File: src/rtl/nib_tx_if.sv
// ============================================================================
// nib_tx_if
//   Handshake and serial-line bundle for the nibble transmitter.
//   ed    : nibble to transmit (master -> transmitter)
//   ev    : ed valid           (master -> transmitter)
//   sr    : ready, high only while the transmitter is idle
//   stx   : serial line, idles high
//   sbusy : frame in progress, always the complement of sr
//   Revision: 1.0 - initial release
// ============================================================================
`timescale 1ns/1ps
`default_nettype none

interface nib_tx_if;
  logic [3:0] ed;
  logic       ev;
  logic       sr;
  logic       stx;
  logic       sbusy;

  modport master (output ed, ev, input sr, stx, sbusy);
  modport slave  (input ed, ev, output sr, stx, sbusy);
endinterface

`default_nettype wire

File: src/rtl/nib_tx.sv
// ============================================================================
// nib_tx
//   Serial transmitter for 4-bit words. Accepts a nibble on a valid/ready
//   handshake and sends start, d0..d3 (LSB first), optional even parity and
//   stop, each bit held for BIT_CYCLES clocks.
//   Ports:
//     eck : clock, rising edge
//     er  : asynchronous active-high reset
//     bus : nib_tx_if.slave (ed, ev in; sr, stx, sbusy out)
//   Parameters:
//     BIT_CYCLES : clocks per serial bit, 1..255
//     PARITY_EN  : 1 inserts an even-parity bit after d3
//   Revision: 1.0 - initial release
// ============================================================================
`timescale 1ns/1ps
`default_nettype none

module nib_tx #(
  parameter int unsigned BIT_CYCLES = 4,
  parameter bit          PARITY_EN  = 1'b1
) (
  input  logic    eck,
  input  logic    er,
  nib_tx_if.slave bus
);

  localparam int unsigned CW = $clog2(BIT_CYCLES + 1);
  localparam logic [CW-1:0] CNT_LAST = CW'(BIT_CYCLES - 1);

  localparam logic [2:0] S_IDLE  = 3'd0;
  localparam logic [2:0] S_START = 3'd1;
  localparam logic [2:0] S_DATA  = 3'd2;
  localparam logic [2:0] S_PAR   = 3'd3;
  localparam logic [2:0] S_STOP  = 3'd4;

  logic [2:0]    state_q, state_d;
  logic [CW-1:0] cnt_q,   cnt_d;
  logic [1:0]    idx_q,   idx_d;
  logic [3:0]    shift_q, shift_d;
  logic          par_q,   par_d;
  logic          stx_q,   stx_d;
  logic          sr_q,    sr_d;
  logic          sbusy_q, sbusy_d;

  // State register: every flop, including the outputs, resets here so an
  // abort drives the line high and ready high without waiting for a clock.
  always_ff @(posedge eck or posedge er) begin
    if (er) begin
      state_q <= S_IDLE;
      cnt_q   <= '0;
      idx_q   <= '0;
      shift_q <= '0;
      par_q   <= 1'b0;
      stx_q   <= 1'b1;
      sr_q    <= 1'b1;
      sbusy_q <= 1'b0;
    end else begin
      state_q <= state_d;
      cnt_q   <= cnt_d;
      idx_q   <= idx_d;
      shift_q <= shift_d;
      par_q   <= par_d;
      stx_q   <= stx_d;
      sr_q    <= sr_d;
      sbusy_q <= sbusy_d;
    end
  end

  // Next-state logic
  always_comb begin
    state_d = state_q;
    cnt_d   = cnt_q;
    idx_d   = idx_q;
    shift_d = shift_q;
    par_d   = par_q;

    if (state_q == S_IDLE) begin
      if (bus.ev) begin
        shift_d = bus.ed;
        par_d   = ^bus.ed;
        cnt_d   = '0;
        idx_d   = '0;
        state_d = S_START;
      end
    end else if (cnt_q == CNT_LAST) begin
      cnt_d = '0;
      case (state_q)
        S_START: state_d = S_DATA;
        S_DATA: begin
          shift_d = {1'b0, shift_q[3:1]};
          // Leave DATA after the fourth bit rather than letting idx wrap.
          if (idx_q == 2'd3) begin
            state_d = PARITY_EN ? S_PAR : S_STOP;
          end else begin
            idx_d = idx_q + 2'd1;
          end
        end
        S_PAR:   state_d = S_STOP;
        S_STOP:  state_d = S_IDLE;
        default: state_d = S_IDLE;
      endcase
    end else begin
      cnt_d = cnt_q + CW'(1);
    end
  end

  // Output logic: decoded from the next state so the registered line level
  // lines up with the state it belongs to (no extra cycle of latency).
  always_comb begin
    stx_d = 1'b1;
    case (state_d)
      S_START: stx_d = 1'b0;
      S_DATA:  stx_d = shift_d[0];
      S_PAR:   stx_d = par_d;
      default: stx_d = 1'b1;
    endcase
    sr_d    = (state_d == S_IDLE);
    sbusy_d = (state_d != S_IDLE);
  end

  assign bus.stx   = stx_q;
  assign bus.sr    = sr_q;
  assign bus.sbusy = sbusy_q;

endmodule

`default_nettype wire

File: src/flat_wrapper.sv
// flat-port wrapper written by rule: the top's interface ports become plain ports
module nib_tx_flat 
#(
  parameter int unsigned BIT_CYCLES = 4,
  parameter bit          PARITY_EN  = 1'b1
)
  (eck, er, bus_ed, bus_ev, bus_sr, bus_stx, bus_sbusy);
  nib_tx_if bus_i ();
  input  logic eck;
  input  logic er;
  input wire logic [$bits(bus_i.ed)-1:0] bus_ed;
  input wire logic [$bits(bus_i.ev)-1:0] bus_ev;
  output wire logic [$bits(bus_i.sr)-1:0] bus_sr;
  output wire logic [$bits(bus_i.stx)-1:0] bus_stx;
  output wire logic [$bits(bus_i.sbusy)-1:0] bus_sbusy;
  assign bus_i.ed = bus_ed;
  assign bus_i.ev = bus_ev;
  assign bus_sr = bus_i.sr;
  assign bus_stx = bus_i.stx;
  assign bus_sbusy = bus_i.sbusy;
  nib_tx #(.BIT_CYCLES(BIT_CYCLES), .PARITY_EN(PARITY_EN)) u_core (.eck(eck), .er(er), .bus(bus_i));
endmodule
File: config.mk
export PLATFORM = sky130hd
export DESIGN_NAME = nib_tx_flat
export DESIGN_NICKNAME = d
export VERILOG_FILES = /design/src/rtl/nib_tx_if.sv /design/src/rtl/nib_tx.sv /design/src/flat_wrapper.sv
export SDC_FILE = /design/constraint.sdc
export NUM_CORES = 1
export LEC_CHECK = 0
export ABC_AREA = 1
export ABC_CLOCK_PERIOD_IN_PS = 1800
export CAP_MARGIN = 5
export CORE_UTILIZATION = 43
export DETAILED_ROUTE_END_ITERATION = 10
export PLACE_DENSITY_LB_ADDON = 0.15
export SYNTH_ARGS = -nofsm -noshare
export SYNTH_HDL_FRONTEND = slang
export SYNTH_SLANG_ARGS = --single-unit
File: constraint.sdc
create_clock -name eck -period 1.8 [get_ports eck]
set_clock_uncertainty 0.2 [all_clocks]
set_input_delay 0.18 -clock eck [delete_from_list [all_inputs] [get_ports eck]]
set_output_delay 0.18 -clock eck [all_outputs]
set_load 0.005 [all_outputs]
==> metrics.cfg, run 1 <==
[setup_path]
critPathRequiredTime_ns = 1.42
cpPeakStageDelay_ns = 0.53
path_delay_family = flip-flops
worstSetupStartpointType = register
r2r_slack_ns = 0.14
cp_max_fo = 1
cpMaxStageDelayCell = dfstp_2
worstPathArrival_ns = 1.30
path_cells = clkdlybuf4s50_1
critPathBufInv = 1
critPathKind = reg -> out
end_kind = primary output

[timing]
finalHoldViolations = 0
setup_viol = 0
period_share_pct = 93.5
period_minus_slack_ns = 1.68
grt_setup_unrepaired = no
slew_headroom_pct = 86.1
worstMarginPinSlew_ns = 0.207
clock.fmax_mhz = 594
tns_ns = 0
drv_slew = 0

[floorplanning]
num_rows = 16
die_h_um = 47.5
initial_core_util_pct = 45.7
die-area_um2 = 2250
pin_count = 10
fp.dieW_um = 47.5
core_area_um2 = 1940

[global_route]
grt.total_usage_pct = 16.8
overflow = 0
grt_max_degree = 17
grt_pass1_vias = 620
grt_first_pass_wirelength_um = 2550
antenna_found_initial = 0

[synthesis]
ys_warn_count = 0
synth_compound_area_share_pct = 8.59
ys_ff_latch = 16
ys_seq_area_share_pct = 45.4
synth_fa_ha_area_share_pct = 2.82
syn_nets = 115
synthXorXnorAreaFrac_pct = 0
yosys.area_share.simple_pct = 34.5
synthCells = 106
synth_top_family_by_area = simple AND/OR/NAND/NOR gates
synthDistinctLibCells = 26
syn_area_um2 = 888
avgSynthCellArea_um2 = 8.38
synth_mux_area_share_pct = 0

[clock_tree]
clockBufferDepth = 2
clkTransAtPathRegs_ns = 0.09
cts_tree = yes
htreeDepth = 1
cts_buffers = 3
clkLatencyLatePin_ns = 0.29
cts_sinks = 16
ctsRootBufferMaster = clkbuf_4
cts_setup_buffers = 0

[detailed_routing]
routed_wl_um = 1590
met2_length_um = 715
dr_wl_met3_um = 43
post-route-drc-count = 0
drt_iter0_drc = 10
vias_per_cell = 4.74
vias = 707
drtAntennaViolNets = 0
topRoutingLayerUsed = met4
wl_per_cell_um = 10.7
wl_met1_um = 787
dr.pass1.iters = 4

[layout]
insertedDiodeCount = 0
syn_to_final_growth_pct = 21.4
layout-drive-gt1-share_pct = 21.3
fin_nets = 132

[min_path]
holdCritPathClass = reg -> reg

[pwr]
power.leakage_nw = 0.540
p_per_area_nw_per_um2 = 1600
vdd_drop_max_mv = 0.769
total_power_w = 0.00173

[place]
port_buffers = 9
dpl.hpwl_um = 1210
gp_congestion = 0.859

[run]
cap_viol_max_count = 0

[run_status]
status = complete, no violations

==> layout make-up <==
class,instances,area (um^2)
tap,27,33.8
inverter,20,77.6
multi-input combinational,70,413
sequential,16,403
fill,194,863
clock buffer,4,36.3
timing repair buffer,12,115
==> cells in the final DEF, fill, tap and decap left out <==
master and n:
a21oi_2 1, o21ai_0 3, nand3_2 2, nand4_1 3, clkdlybuf4s50_1 9, dlygate4sd3_1 1
buf_4 2, clkbuf_8 1, nand2_2 2, o22ai_1 2, nand3_1 8, nor2_8 1
inv_4 1, a21oi_1 2, nor2_4 3, nor2_1 1, inv_1 15, ha_1 2
clkbuf_4 3, nand2_4 1, a211oi_1 1, o221ai_1 2, o21ai_1 1, nor2_2 1
nand2_1 31, inv_2 4, or2_2 1, nand3_4 1, dfrtp_1 14, nor3_1 1
dfstp_2 2
==> power breakdown <==
group	switching, W	total [W]	leakage [nW]	internal [W]
registers	0.0000910	0.000623	0.192	0.000532
logic	0.000511	0.000864	0.327	0.000354
clock network	0.000117	0.000241	0.0210	0.000123
==> worst reg2reg max path, delay by kind of cell, from the launching register on <==
family	cells	cell delay, ns
simple gates	5	0.51
flops	1	0.40
buf+inv	3	0.19
fa+ha+maj	1	0.25
==> state kept, by name, summed over array words and instances, names as in the netlist <==
register / cells
u_core.shift_q: 4
u_core.cnt_q: 3
u_core.state_q: 3
u_core.idx_q: 2
u_core.bus.sbusy: 1
u_core.bus.sr: 1
u_core.bus.stx: 1
u_core.par_q: 1
==> per-stage QoR <==
stage	instance area, um^2	instances	utilization, %	hold WS [ns]	setup WS [ns]
after detailed placement	1030	144	52.9	0.270	0.144
after global placement	1030	144	52.9	0.262	0.169
after floorplan	888	106	-	-0.108	0.236
final	1080	149	55.5	0.280	0.117
after global routing	1080	149	55.5	0.309	0.0106
after CTS	1070	149	55.3	0.282	0.104
==> path summary, 6_finish.rpt <==
path	end	from	depth (start not counted)
max in group asynchronous	u_core.bus.stx	er	4
hold / removal	u_core.cnt_q[0]	u_core.cnt_q[0]	1
setup / recovery	bus_stx	u_core.bus.stx	1
hold reg to reg	u_core.cnt_q[0]	u_core.cnt_q[0]	1
setup reg to reg	u_core.bus.sbusy	u_core.cnt_q[0]	9
min in group asynchronous	u_core.bus.sbusy	er	4
==> logic make-up after synthesis <==
group           after synthesis
compound gates               12
fa+ha+maj                     2
buf+inv                      20
flops                        16
simple gates                 56
==> cell usage after synthesis <==
cell | instances | area share [%]
o22ai_1 | 2 | 1.4
nor2_1 | 1 | 0.42
nand2_1 | 31 | 13
ha_1 | 2 | 2.8
o21ai_0 | 3 | 1.7
nand2_2 | 2 | 1.4
nand3_1 | 9 | 5.1
nor2_4 | 3 | 3.8
inv_1 | 15 | 6.3
nor2_2 | 1 | 0.70
inv_4 | 1 | 0.70
a21oi_1 | 2 | 1.1
o221ai_1 | 2 | 2.0
nand3_4 | 1 | 2.0
or2_2 | 1 | 0.70
nand3_2 | 1 | 1.1
nand4_1 | 3 | 2.1
nand2_4 | 1 | 1.3
a21oi_2 | 1 | 0.99
inv_2 | 4 | 1.7
o21ai_1 | 1 | 0.56
a211oi_1 | 1 | 0.85
nor2_8 | 1 | 2.3
dfrtp_1 | 14 | 39
nor3_1 | 1 | 0.56
dfstp_2 | 2 | 5.9
==> metal layers <==
layer  track usage (%)  vias to the layer above
met5                 0                        -
met4              10.3                        0
met3              2.26                        5
met2              24.7                       11
met1              23.3                      317
li1                  -                      374
==> repair_timing <==
item                                    4_1_cts  5_1_grt
gates resized for setup                       0        1
endpoints found under the setup margin        0        1
hold buffers                                  1        0
hold endpoints to repair                     14        0
Note: power is estimated with default switching activity, not from simulation.
==> run 2: changes to the inputs <==
--- a/config.mk
+++ b/config.mk
@@ -11,6 +11,7 @@
 export CORE_UTILIZATION = 43
 export DETAILED_ROUTE_END_ITERATION = 10
 export PLACE_DENSITY_LB_ADDON = 0.15
+export SLEW_MARGIN = 10
 export SYNTH_ARGS = -nofsm -noshare
 export SYNTH_HDL_FRONTEND = slang
 export SYNTH_SLANG_ARGS = --single-unit
==> results of run 2 <==
Final layout, timing and power as in run 1 (identical DEF).
==> run 3: changes to the inputs <==
--- a/config.mk
+++ b/config.mk
@@ -8,7 +8,10 @@
 export ABC_AREA = 1
 export ABC_CLOCK_PERIOD_IN_PS = 1800
 export CAP_MARGIN = 5
+export CORE_MARGIN = 5
 export CORE_UTILIZATION = 43
+export CTS_BUF_LIST = sky130_fd_sc_hd__clkbuf_2 sky130_fd_sc_hd__clkbuf_4 sky130_fd_sc_hd__clkbuf_8
+export CTS_CLUSTER_SIZE = 40
 export DETAILED_ROUTE_END_ITERATION = 10
 export PLACE_DENSITY_LB_ADDON = 0.15
 export SLEW_MARGIN = 10
==> run 3 against run 2 <==
  * Sequential share of layout area up 0.44 points
  * Register-to-register slack about the same
  * Setup slack worse by 0.0016 ns
  * Via count up 0.71%
  * Core utilization down 1.2 points
  * Final cell count down 0.67%
  * Critical endpoint is now bus_sr
  * Highest routed layer unchanged
==> metrics.cfg, run 3 (synthesis results as in run 1) <==
[run_status]
status = complete, no violations

[detailed_routing]
drt_iter0_drc = 21  ; +11
routed_wl_um = 1710  ; +7.8%
drtAntennaViolNets = 0  ; unchanged
post-route-drc-count = 0  ; unchanged
dr.pass1.iters = 4  ; unchanged
vias = 712  ; +0.71%
wl_per_cell_um = 11.6  ; +8.5%
vias_per_cell = 4.81  ; +1.4%

[layout]
largestRegisters = u_core.shift_q x4, u_core.cnt_q x3, u_core.state_q x3
fin_nets = 131  ; -0.76%
largest_reg_flops = 4  ; unchanged
syn_to_final_growth_pct = 20.0
layout-drive-gt1-share_pct = 19.8  ; -1.5 points
insertedDiodeCount = 0  ; unchanged
final_cell_mix = nand2_1 (31), inv_1 (15), dfrtp_1 (14), nand3_1 (9), clkdlybuf4s50_1 (9)
top_register = u_core.shift_q
final_common_cell = nand2_1

[floorplanning]
initial_core_util_pct = 45.3  ; -0.47 points
core_area_um2 = 1960  ; +1.0%
pin_count = 10  ; unchanged
num_rows = 16  ; unchanged
die_h_um = 55.5  ; +17%
die-area_um2 = 3070  ; +37%
fp.dieW_um = 55.5  ; +17%

[timing]
grt_setup_unrepaired = no
period_minus_slack_ns = 1.69  ; +0.00161 ns
worst_slack_ns = 0.115  ; -0.00161 ns
tns_ns = 0  ; unchanged
period_share_pct = 93.6  ; about the same
finalHoldViolations = 0  ; unchanged
worstMarginPinSlew_ns = 0.385  ; +0.178 ns
slew_headroom_pct = 74.3  ; -12 points
drv_slew = 0  ; unchanged
setup_viol = 0  ; unchanged
timing.hold.ws_ns = 0.279  ; -0.000797 ns
clock.fmax_mhz = 593  ; about the same

[clock_tree]
clockBufferDepth = 2  ; unchanged
clkLatencyLatePin_ns = 0.29  ; about the same
post_cts_resized = 0  ; unchanged
cts_sinks = 16  ; unchanged
htreeDepth = 1  ; unchanged
cts_buffers = 3  ; unchanged
cts_tree = yes
clkTransAtPathRegs_ns = 0.10  ; about the same
ctsRootBufferMaster = clkbuf_4
cts_setup_buffers = 0  ; unchanged
hold_buffers = 1  ; unchanged

[global_route]
grt_first_pass_wirelength_um = 2970  ; +16%
grt_pass1_vias = 698  ; +13%
grt.total_usage_pct = 11.9  ; -4.9 points
overflow = 0  ; unchanged
grt_max_degree = 17  ; unchanged
antenna_found_initial = 0  ; unchanged

[place]
port_buffers = 9  ; unchanged
dpl.hpwl_um = 1260  ; +4.7%
place_ws_ns = 0.149  ; +0.00496 ns
gp_congestion = 0.747  ; -13%

[pwr]
vdd_drop_max_mv = 0.856  ; +11%
power.leakage_nw = 0.534  ; -1.0%
p_per_area_nw_per_um2 = 1600  ; about the same

[setup_path]
path_cells = clkdlybuf4s50_1
cpMaxStageDelayCell = dfstp_2
critPathRequiredTime_ns = 1.42  ; about the same
path_delay_family = flip-flops
worstSetupStartpointType = register
cp_max_fo = 1  ; unchanged
cpPeakStageDelay_ns = 0.53  ; about the same
critPathBufInv = 1  ; unchanged
worstPathArrival_ns = 1.31  ; about the same
critPathKind = reg -> out
end_kind = primary output

[run]
cap_viol_max_count = 0  ; unchanged

[min_path]
holdCritPathClass = reg -> reg

-- run 3: cell types whose count changed in the layout (fill, tap and decap cells not counted) --
cell | before | now
nand3_1 | 8 | 9
nand3_2 | 2 | 1
buf_4 | 2 | 1
-- run 3: path summary, 6_finish.rpt --
path	start	cells after the start	slack, ns	end
hold / removal	u_core.cnt_q[0]	1	0.28	u_core.cnt_q[0]
setup reg to reg	u_core.cnt_q[0]	9	0.15	u_core.bus.sbusy
max in group asynchronous	er	4	0.60	u_core.bus.stx
setup / recovery	u_core.bus.sr	1	0.11	bus_sr
hold reg to reg	u_core.cnt_q[0]	1	0.28	u_core.cnt_q[0]
min in group asynchronous	er	4	0.55	u_core.shift_q[2]
-- run 3: where the power goes --
group | switching (W) | internal (W) | total [W]
clock network | 0.000115 | 0.000123 | 0.000238
logic | 0.000501 | 0.000341 | 0.000842
registers | 0.0000953 | 0.000532 | 0.000627
total | 0.000711 | 0.000996 | 0.00171
-- run 3: cell type report --
class                      instances  area (um^2)
clock buffer                       4         36.3
timing repair buffer              11          108
multi-input combinational         70          408
inverter                          20         77.6
sequential                        16          403
tap                               27         33.8
fill                             213          896
-- run 3: per-stage QoR --
| step | utilization [%] | cell area [um^2] | total power (W) | instances |
|---|---|---|---|---|
| floorplan | - | 888 | 0.00127 | 106 |
| global placement | 52.0 | 1020 | 0.00146 | 143 |
| detailed placement | 52.0 | 1020 | 0.00147 | 143 |
| CTS | 54.3 | 1070 | 0.00172 | 148 |
| global route | 54.3 | 1070 | 0.00186 | 148 |
| finish | 54.3 | 1070 | 0.00171 | 148 |
-- run 3: metal layers --
metal / GRT usage, % / up-vias / share of wire (%)
li1: - / 369 / -
met2: 20.1 / 10 / 52
met5: 0 / - / 0
met3: 2.80 / 4 / 3.7
met1: 13.7 / 329 / 43
met4: 6.25 / 0 / 1.5
